==> config.mk <==
export PLATFORM = sky130hd
export DESIGN_NAME = l4_acc
export DESIGN_NICKNAME = d
export VERILOG_FILES = /design/src/rtl/l4_pkg.sv /design/src/rtl/l4_acc_lane.sv /design/src/rtl/l4_acc.sv
export SDC_FILE = /design/constraint.sdc
export NUM_CORES = 2
export LEC_CHECK = 0
export BUFFER_PORTS_ARGS = -buffer_cell sky130_fd_sc_hd__clkbuf_2
export CAP_MARGIN = 0
export CORE_AREA = 8 8 664 666
export DETAILED_ROUTE_END_ITERATION = 8
export DIE_AREA = 0 0 672 674
export SLEW_MARGIN = 20
export SYNTH_ARGS = -nofsm -noshare
export SYNTH_HDL_FRONTEND = slang
export SYNTH_SLANG_ARGS = --single-unit
export TNS_END_PERCENT = 50
==> constraint.sdc <==
create_clock -name clk -period 5.15 [get_ports clk]
set_input_delay 0.515 -clock clk [delete_from_list [all_inputs] [get_ports clk]]
set_output_delay 0.515 -clock clk [all_outputs]
set_load 0.02 [all_outputs]
==> src/rtl/l4_pkg.sv <==
// Shared constants and types for the layer-4 accumulator and its RAM.
// The RAM is 64 words of 36 bits, accessed as four 16-lane groups.
package l4_pkg;

  localparam int L4_WORDS  = 64;
  localparam int L4_LANES  = 16;
  localparam int L4_DATA_W = 36;
  localparam int L4_GROUPS = L4_WORDS / L4_LANES;

  typedef enum logic [1:0] {
    IDLE,
    ACC,
    FIN
  } acc_state_e;

  typedef logic signed [L4_DATA_W-1:0] word_t;

endpackage

==> src/rtl/l4_acc_lane.sv <==
// One accumulator lane: (first_pass ? 0 : cur) + psum, signed.
// L4_ACC_SAT_EN selects clamping to the signed DATA_W range and adds a sat output.
module l4_acc_lane
  import l4_pkg::*;
#(
  parameter int DATA_W = L4_DATA_W
) (
  input  logic              first_pass,
  input  logic [DATA_W-1:0] cur,
  input  logic [DATA_W-1:0] psum,
  output logic [DATA_W-1:0] sum
`ifdef L4_ACC_SAT_EN
  ,
  output logic              sat
`endif
);

  logic [DATA_W-1:0] base;

  // The first pass discards whatever stale data the RAM holds.
  assign base = first_pass ? '0 : cur;

`ifdef L4_ACC_SAT_EN
  logic [DATA_W:0] wide;

  assign wide = {base[DATA_W-1], base} + {psum[DATA_W-1], psum};
  // Sign bit of the extended sum disagreeing with bit DATA_W-1 means overflow.
  assign sat  = wide[DATA_W] ^ wide[DATA_W-1];

  always_comb begin
    sum = wide[DATA_W-1:0];
    if (sat) begin
      sum = wide[DATA_W] ? {1'b1, {(DATA_W-1){1'b0}}} : {1'b0, {(DATA_W-1){1'b1}}};
    end
  end
`else
  assign sum = base + psum;
`endif

endmodule

==> src/rtl/l4_acc.sv <==
// Read-modify-write accumulator for the 64x36 layer-4 RAM: one 16-lane group per beat,
// GROUPS beats per pass, NUM_PASSES passes, then a one-cycle done. Optional L4_ACC_SAT_EN.
module l4_acc
  import l4_pkg::*;
#(
  parameter int NUM_PASSES = 25,
  parameter int DATA_W     = L4_DATA_W,
  parameter int GROUPS     = L4_GROUPS
) (
  input  logic                             clk,
  input  logic                             rst_n,
  input  logic                             start,
  input  logic                             in_valid,
  output logic                             in_ready,
  input  logic [L4_LANES-1:0][DATA_W-1:0]  psum,
  input  logic [L4_LANES-1:0][DATA_W-1:0]  dout_wr,
  output logic                             wr,
  output logic [$clog2(L4_WORDS)-1:0]      addr_wr,
  output logic [L4_LANES-1:0][DATA_W-1:0]  din,
  output logic                             busy,
  output logic                             done
`ifdef L4_ACC_SAT_EN
  ,
  output logic                             sat_flag
`endif
);

  localparam int GRP_W  = (GROUPS > 1) ? $clog2(GROUPS) : 1;
  localparam int PASS_W = (NUM_PASSES > 1) ? $clog2(NUM_PASSES) : 1;
  localparam int ADDR_W = $clog2(L4_WORDS);
  localparam int LANE_SH = $clog2(L4_LANES);

  acc_state_e state, state_nxt;
  logic [GRP_W-1:0]  grp;
  logic [PASS_W-1:0] pass;
  logic              last_grp;
  logic              last_pass;
  logic              first_pass;
  logic [GRP_W-1:0]  grp_inc;
  logic [L4_LANES-1:0][DATA_W-1:0] lane_sum;
`ifdef L4_ACC_SAT_EN
  logic [L4_LANES-1:0] lane_sat;
`endif

  assign last_grp   = (grp == GRP_W'(GROUPS - 1));
  assign last_pass  = (pass == PASS_W'(NUM_PASSES - 1));
  assign first_pass = (pass == '0);
  assign grp_inc    = grp + 1'b1;
  assign busy       = (state != IDLE);

  always_comb begin
    state_nxt = state;
    in_ready  = 1'b0;
    wr        = 1'b0;
    done      = 1'b0;
    unique case (state)
      IDLE: begin
        if (start) state_nxt = ACC;
      end
      ACC: begin
        in_ready = 1'b1;
        wr       = in_valid;
        if (in_valid && last_grp && last_pass) state_nxt = FIN;
      end
      FIN: begin
        done      = 1'b1;
        state_nxt = IDLE;
      end
      default: state_nxt = IDLE;
    endcase
  end

  always_ff @(posedge clk or negedge rst_n) begin
    if (!rst_n) begin
      state   <= IDLE;
      grp     <= '0;
      pass    <= '0;
      addr_wr <= '0;
    end else begin
      state <= state_nxt;
      if (state == IDLE && start) begin
        grp     <= '0;
        pass    <= '0;
        addr_wr <= '0;
      end else if (wr) begin
        if (last_grp) begin
          grp     <= '0;
          addr_wr <= '0;
          pass    <= last_pass ? '0 : pass + 1'b1;
        end else begin
          grp     <= grp_inc;
          addr_wr <= ADDR_W'(grp_inc) << LANE_SH;
        end
      end
    end
  end

`ifdef L4_ACC_SAT_EN
  // Sticky across the run so it can be read after done; cleared by the next start.
  always_ff @(posedge clk or negedge rst_n) begin
    if (!rst_n) begin
      sat_flag <= 1'b0;
    end else if (state == IDLE && start) begin
      sat_flag <= 1'b0;
    end else if (wr && |lane_sat) begin
      sat_flag <= 1'b1;
    end
  end
`endif

  for (genvar j = 0; j < L4_LANES; j++) begin : g_lane
    l4_acc_lane #(
      .DATA_W(DATA_W)
    ) u_lane (
      .first_pass(first_pass),
      .cur       (dout_wr[j]),
      .psum      (psum[j]),
      .sum       (lane_sum[j])
`ifdef L4_ACC_SAT_EN
      ,
      .sat       (lane_sat[j])
`endif
    );

    assign din[j] = (state == ACC) ? lane_sum[j] : '0;
  end

endmodule
Word level (Yosys, flattened, before mapping)
Cells that the tools add are included.

operators by class
  equality and inequality tests = 6
  add/sub/neg operators = 18
  muxes and demuxes = 48
  reductions and logical operators = 10

operator list
  kind                                                                    count
  36-bit two-way mux                                                      32
  36-bit adder                                                            16
  5-bit two-way mux                                                       4
  6-bit two-way mux                                                       3
  2-bit two-way mux                                                       5
  2-bit nonzero test                                                      3
  5-bit by 1-bit adder with 5-bit output (second input constant)          1
  5-bit equality test (second input constant)                             1
  5-bit zero test                                                         1
  2-bit equality test (second input constant)                             2
  2-bit != test (second input constant)                                   2
  2-bit case mux with 2 select lines                                      1
  2-bit AND reduction                                                     2
  1-bit logical AND                                                       3
  1-bit two-way mux                                                       3
  2-bit by 1-bit adder with 2-bit output (second input constant)          1
  2-bit by 1-bit equality test with 1-bit output (second input constant)  1
  2-bit zero test                                                         1

word-level totals
  input bits = 1156
  word-level logic and storage cells = 86
  output and inout bits = 586
  register bits after elaboration = 15

Longest topological paths before layout
  word-level depth = 5
  gate-level depth with buffers = 19
  mapped depth without buffers = 15

Hierarchy
A second synthesis with hierarchy kept.

second synthesis, totals
  cells, all modules = 5920
  area total of the unflattened synthesis = 40660.2 um2

by module, submodules not included
  module                                cells each  times used  area an instance (um2)  sequential area each (um2)
  l4_acc_lane at g_lane[14].u_lane ...  337         5           2259.7                  0.0
  l4_acc_lane at g_lane[4].u_lane ...   301         5           2099.5                  0.0
  l4_acc_lane at g_lane[0].u_lane ...   357         4           2547.4                  0.0
  l4_acc                                698         1           4478.0                  225.2
  l4_acc_lane at g_lane[9].u_lane       319         1           2162.1                  0.0
  l4_acc_lane at g_lane[13].u_lane      285         1           2034.5                  0.0

Worst setup path after synthesis
OpenSTA, ideal clock, no wires.

  path type = reg2out
  start = reg pass[0]
  end = out din[176] (netlist bit)
  data required time = 4.635 ns
  arrival time = 4.750 ns
  buffers on the path = 4
  stages on the path, launching flop included = 20
  slack = -0.115 ns
  path through = dfrtp_1 -> inv_1 -> ha_1 -> or4b_2 -> clkbuf_1 -> clkbuf_1 -> clkbuf_1 -> clkbuf_1 -> and2_1 -> ha_1 -> fa_1 -> a21o_1 -> a221o_1 -> o211ai_2 -> nand3_1 -> nor3b_2 -> nor2_1 -> nor3_1 -> or4_1 -> mux2i_1

RTL lines
  item                      line          text
  start: declaration        l4_acc.sv:35  logic [PASS_W-1:0] pass;
  start signal: assignment  l4_acc.sv:89  pass <= last_pass ? '0 : pass + 1'b1;
  end: declaration          l4_acc.sv:19  output logic [L4_LANES-1:0][DATA_W-1:0] din,

==> metrics.yaml <==
layout:
  layout.cells.most_common: "sky130_fd_sc_hd__clkbuf_2"
  post_route_cells_drive_above_1_share: 0.447
  design.final.nets: 9665
  syn_to_final_growth_pct: 83.1
  final_cell_area_mm2: 0.0665
  final_cell_mix: "sky130_fd_sc_hd__clkbuf_2 (1555), sky130_fd_sc_hd__buf_4 (871), sky130_fd_sc_hd__nor2_1 (663)"
  stdcell_count: 13842
cts:
  cts_hold_bufs: 0
  h-tree-depth: 1
  tritoncts: "built"
  numCtsBuffers: 3
  clock_path_buffers: 2
  clk_root_buffer_cell: "sky130_fd_sc_hd__clkbuf_16"
  worstSkewPairLatency_ps: 240
  cts.sinks: 9
  clk_pin_slew_worst_paths_ps: 40
power:
  power.net_switching_uw: 28400
  pwr-share-comb: 0.995
  vdd_drop_max_mv: 0.583
  seq_power_share: 0.002
  cellInternalPower_uw: 19100
  switching_share: 0.599
  total_power_uw: 47500
  powerDensity_mw_per_mm2: 714
  share_clk_of_total_power: 0.003
  p_leak_uw: 0.0310
synth:
  yosys.cell_types.count: 94
  syn-cell-area_mm2: 0.0363
  syn_inst_count: 5519
  asyncSetResetFlopFracSynth: 1.00
  synth_ff_type: "sky130_fd_sc_hd__dfrtp_1"
  synth_seq_cells: 9
  synth-edff-count: 0
  part_of_the_yosys_area_used_for_sequential_elements: 0.00621
  synth.yosys.warnings: 0
  syn_area_per_cell_um2: 6.58
sta:
  timing.final.crit_share: 1.04
  clock_skew_ps: 2.12
  finalMaxSlewViolations: 0
  report.final.hold_viol_count: 0
  finalSetupViolations: 40
  layout_min_cycle_time_ps: 5380
  max_slew.worst_pin.slew_ps: 902
  max_slew_margin: 0.399
  unrepaired_setup_endpoints_after_global_routing: "yes"
  fin_ws_ps: -227
  maxClockFrequency_mhz: 186
setup_path:
  worst_ep_arrival_time_ps: 4860
  crit_required_ps: 4640
  crit_type: "reg -> out"
  critPathMaxFanout: 5
  timing.critical_path.from_type: "register"
  timing.critical_path.to_type: "primary output"
outcome:
  violations: "design-rule violations, negative setup slack"
  outcome: "finished with violations"
routing:
  drc: 1
  drt-wirelength-per-cell_um: 31.5
  viasPerCell: 4.04
  ant_nets: 0
  final_routed_wirelength_mm: 436
  drt_pass1_iterations: 7
  drt-initial-drc-count: 4697
  vias: 55976
floorplanning:
  design.portCount: 1742
  std_cell_rows: 241
  core_area_mm2: 0.430
  die-height_um: 674
  x_dimension_of_the_die_um: 672
  floorplan.die_area_mm2: 0.453
  start_util: 0.0845
placement:
  detailed_place.area_mm2: 0.0576
  place.port_buffers: 1737
  post-place-ws_ps: -471
  place_inst: 13431
  gpl.final_weighted_congestion: 1.04
  detailed_place_hpwl_mm: 394
global_route:
  maximum_number_of_pins_on_one_net_before_global_route_repair: 108
  grt_first_pass_wirelength_mm: 538
  gr-total-overflow: 0
  grt_util_all_layers: 0.178
  grt_antenna_before_repair: 445
  via_count_of_the_first_global_routing_pass: 52492
worst_hold_path:
  holdCritPathClass: "in -> async"
job:
  max-cap-violations: 0
[worst max-delay path: stages (launching register included)]
cell and delay [ps]:
sky130_fd_sc_hd__dfrtp_1 390, sky130_fd_sc_hd__inv_2 80, sky130_fd_sc_hd__ha_4 140, sky130_fd_sc_hd__or4b_4 520, sky130_fd_sc_hd__buf_12 170, sky130_fd_sc_hd__buf_12 130
sky130_fd_sc_hd__buf_16 160, sky130_fd_sc_hd__buf_8 140, sky130_fd_sc_hd__and2_2 220, sky130_fd_sc_hd__ha_4 290, sky130_fd_sc_hd__o21a_1 160, sky130_fd_sc_hd__a21oi_2 90
sky130_fd_sc_hd__o311ai_2 350, sky130_fd_sc_hd__buf_4 170, sky130_fd_sc_hd__nand2_1 60, sky130_fd_sc_hd__o31a_1 280, sky130_fd_sc_hd__nor4_2 200, sky130_fd_sc_hd__buf_4 170
sky130_fd_sc_hd__a211oi_1 70, sky130_fd_sc_hd__or4b_1 510, sky130_fd_sc_hd__nand3_2 130, sky130_fd_sc_hd__buf_12 150
[what timing repair did]
action | 4_1_cts | 5_1_grt
resized for setup | 643 | 784
gates cloned | 12 | 7
pin swaps | 202 | 334
setup buffers | 111 | 98
endpoints found under the setup margin | 255 | 274
[per-stage QoR]
step           hold WS (ps)  setup TNS (ps)  utilization
4_1_cts                 144          -11550        0.144
3_5_place_dp            398          -11280        0.134
5_1_grt                 147          -13280        0.154
2_1_floorplan           219           -33.9            -
6_report                136           -2270        0.155
3_3_place_gp            397          -15170        0.134
[power groups by stage]
stage / registers [µW] / logic (µW) / clock network [µW]
after floorplan: 108 / 20400 / 0
after global placement: 99.7 / 40600 / 0
after detailed placement: 99.1 / 40500 / 0
after CTS: 98.6 / 44500 / 141
after global routing: 101 / 49800 / 144
final: 99.3 / 47200 / 139
[Yosys cell counts (17+ instances only)]
cell                       number  area [µm²]
sky130_fd_sc_hd__a21o_1       310        2330
sky130_fd_sc_hd__mux2i_1       17         170
sky130_fd_sc_hd__a221o_1       18         180
sky130_fd_sc_hd__clkbuf_1     233         875
sky130_fd_sc_hd__o31ai_1       32         240
sky130_fd_sc_hd__o21a_1        52         390
sky130_fd_sc_hd__nand3_1      116         581
sky130_fd_sc_hd__a21oi_1      561        2810
sky130_fd_sc_hd__nor3_1       115         576
sky130_fd_sc_hd__xnor2_1      247        2160
sky130_fd_sc_hd__or2_2         20         125
sky130_fd_sc_hd__and2_1       618        3870
sky130_fd_sc_hd__a21boi_0      24         180
sky130_fd_sc_hd__nand2b_1      39         244
sky130_fd_sc_hd__a221oi_1      18         158
sky130_fd_sc_hd__inv_1        140         526
sky130_fd_sc_hd__nand4_1      109         682
sky130_fd_sc_hd__o21ai_0      296        1480
sky130_fd_sc_hd__nor2_1       714        2680
sky130_fd_sc_hd__xor2_1       224        1960
sky130_fd_sc_hd__ha_1         563        7040
sky130_fd_sc_hd__a31oi_1       68         425
sky130_fd_sc_hd__a211o_1       19         166
sky130_fd_sc_hd__o211ai_1      20         150
sky130_fd_sc_hd__and3_1        44         275
sky130_fd_sc_hd__nor2b_1       44         275
sky130_fd_sc_hd__a211oi_1      72         541
sky130_fd_sc_hd__nor4_1        25         156
sky130_fd_sc_hd__o21bai_1      94         706
sky130_fd_sc_hd__nand2_1      382        1430
[area by class of cell]
type                            instances  area (µm²)
Tap cell                             5710        7140
Clock buffer                            4        78.8
Sequential cell                         9         225
Multi-Input combinational cell       5118       39800
Inverter                              140         533
Timing Repair Buffer                 2658       18100
Antenna cell                          203         508
Fill cell                           49731      363000
[cell families after synthesis]
| group | share of synthesized area |
|---|---|
| simple gates | 0.319 |
| flops | 0.00621 |
| compound gates | 0.308 |
| buf+inv | 0.0451 |
| xor+xnor | 0.114 |
| other cells | 0.000103 |
| fa+ha+maj | 0.203 |
| mux | 0.00500 |
[layer usage]
layer | wire, µm | GRT usage
met2 | 198000 | 0.291
met3 | 50100 | 0.0835
met5 | 1730 | 0.00547
met4 | 27800 | 0.0926
met1 | 159000 | 0.193
[registers in the layout (all words and copies together) (netlist names)]
name and flops:
addr_wr 2, state 2, pass 5
[worst paths after layout]
| path | endpoint | cells after the start | startpoint | slack (ps) |
|---|---|---|---|---|
| worst max-delay path | din[105] | 21 | pass[0]$_DFFE_PN0P_ | -230 |
| worst min-delay path | addr_wr[4]$_DFFE_PN0P_ | 1 | rst_n | 140 |
| worst max register to register | pass[2]$_DFFE_PN0P_ | 6 | state[1]$_DFFE_PN0P_ | 2420 |
| worst min register to register | addr_wr[5]$_DFFE_PN0P_ | 2 | addr_wr[5]$_DFFE_PN0P_ | 570 |
| max in group asynchronous | pass[2]$_DFFE_PN0P_ | 1 | rst_n | 4810 |
| min in group clk | state[0]$_DFFE_PN0P_ | 3 | start | 560 |
No activity file was read; power rests on OpenSTA's default activity.
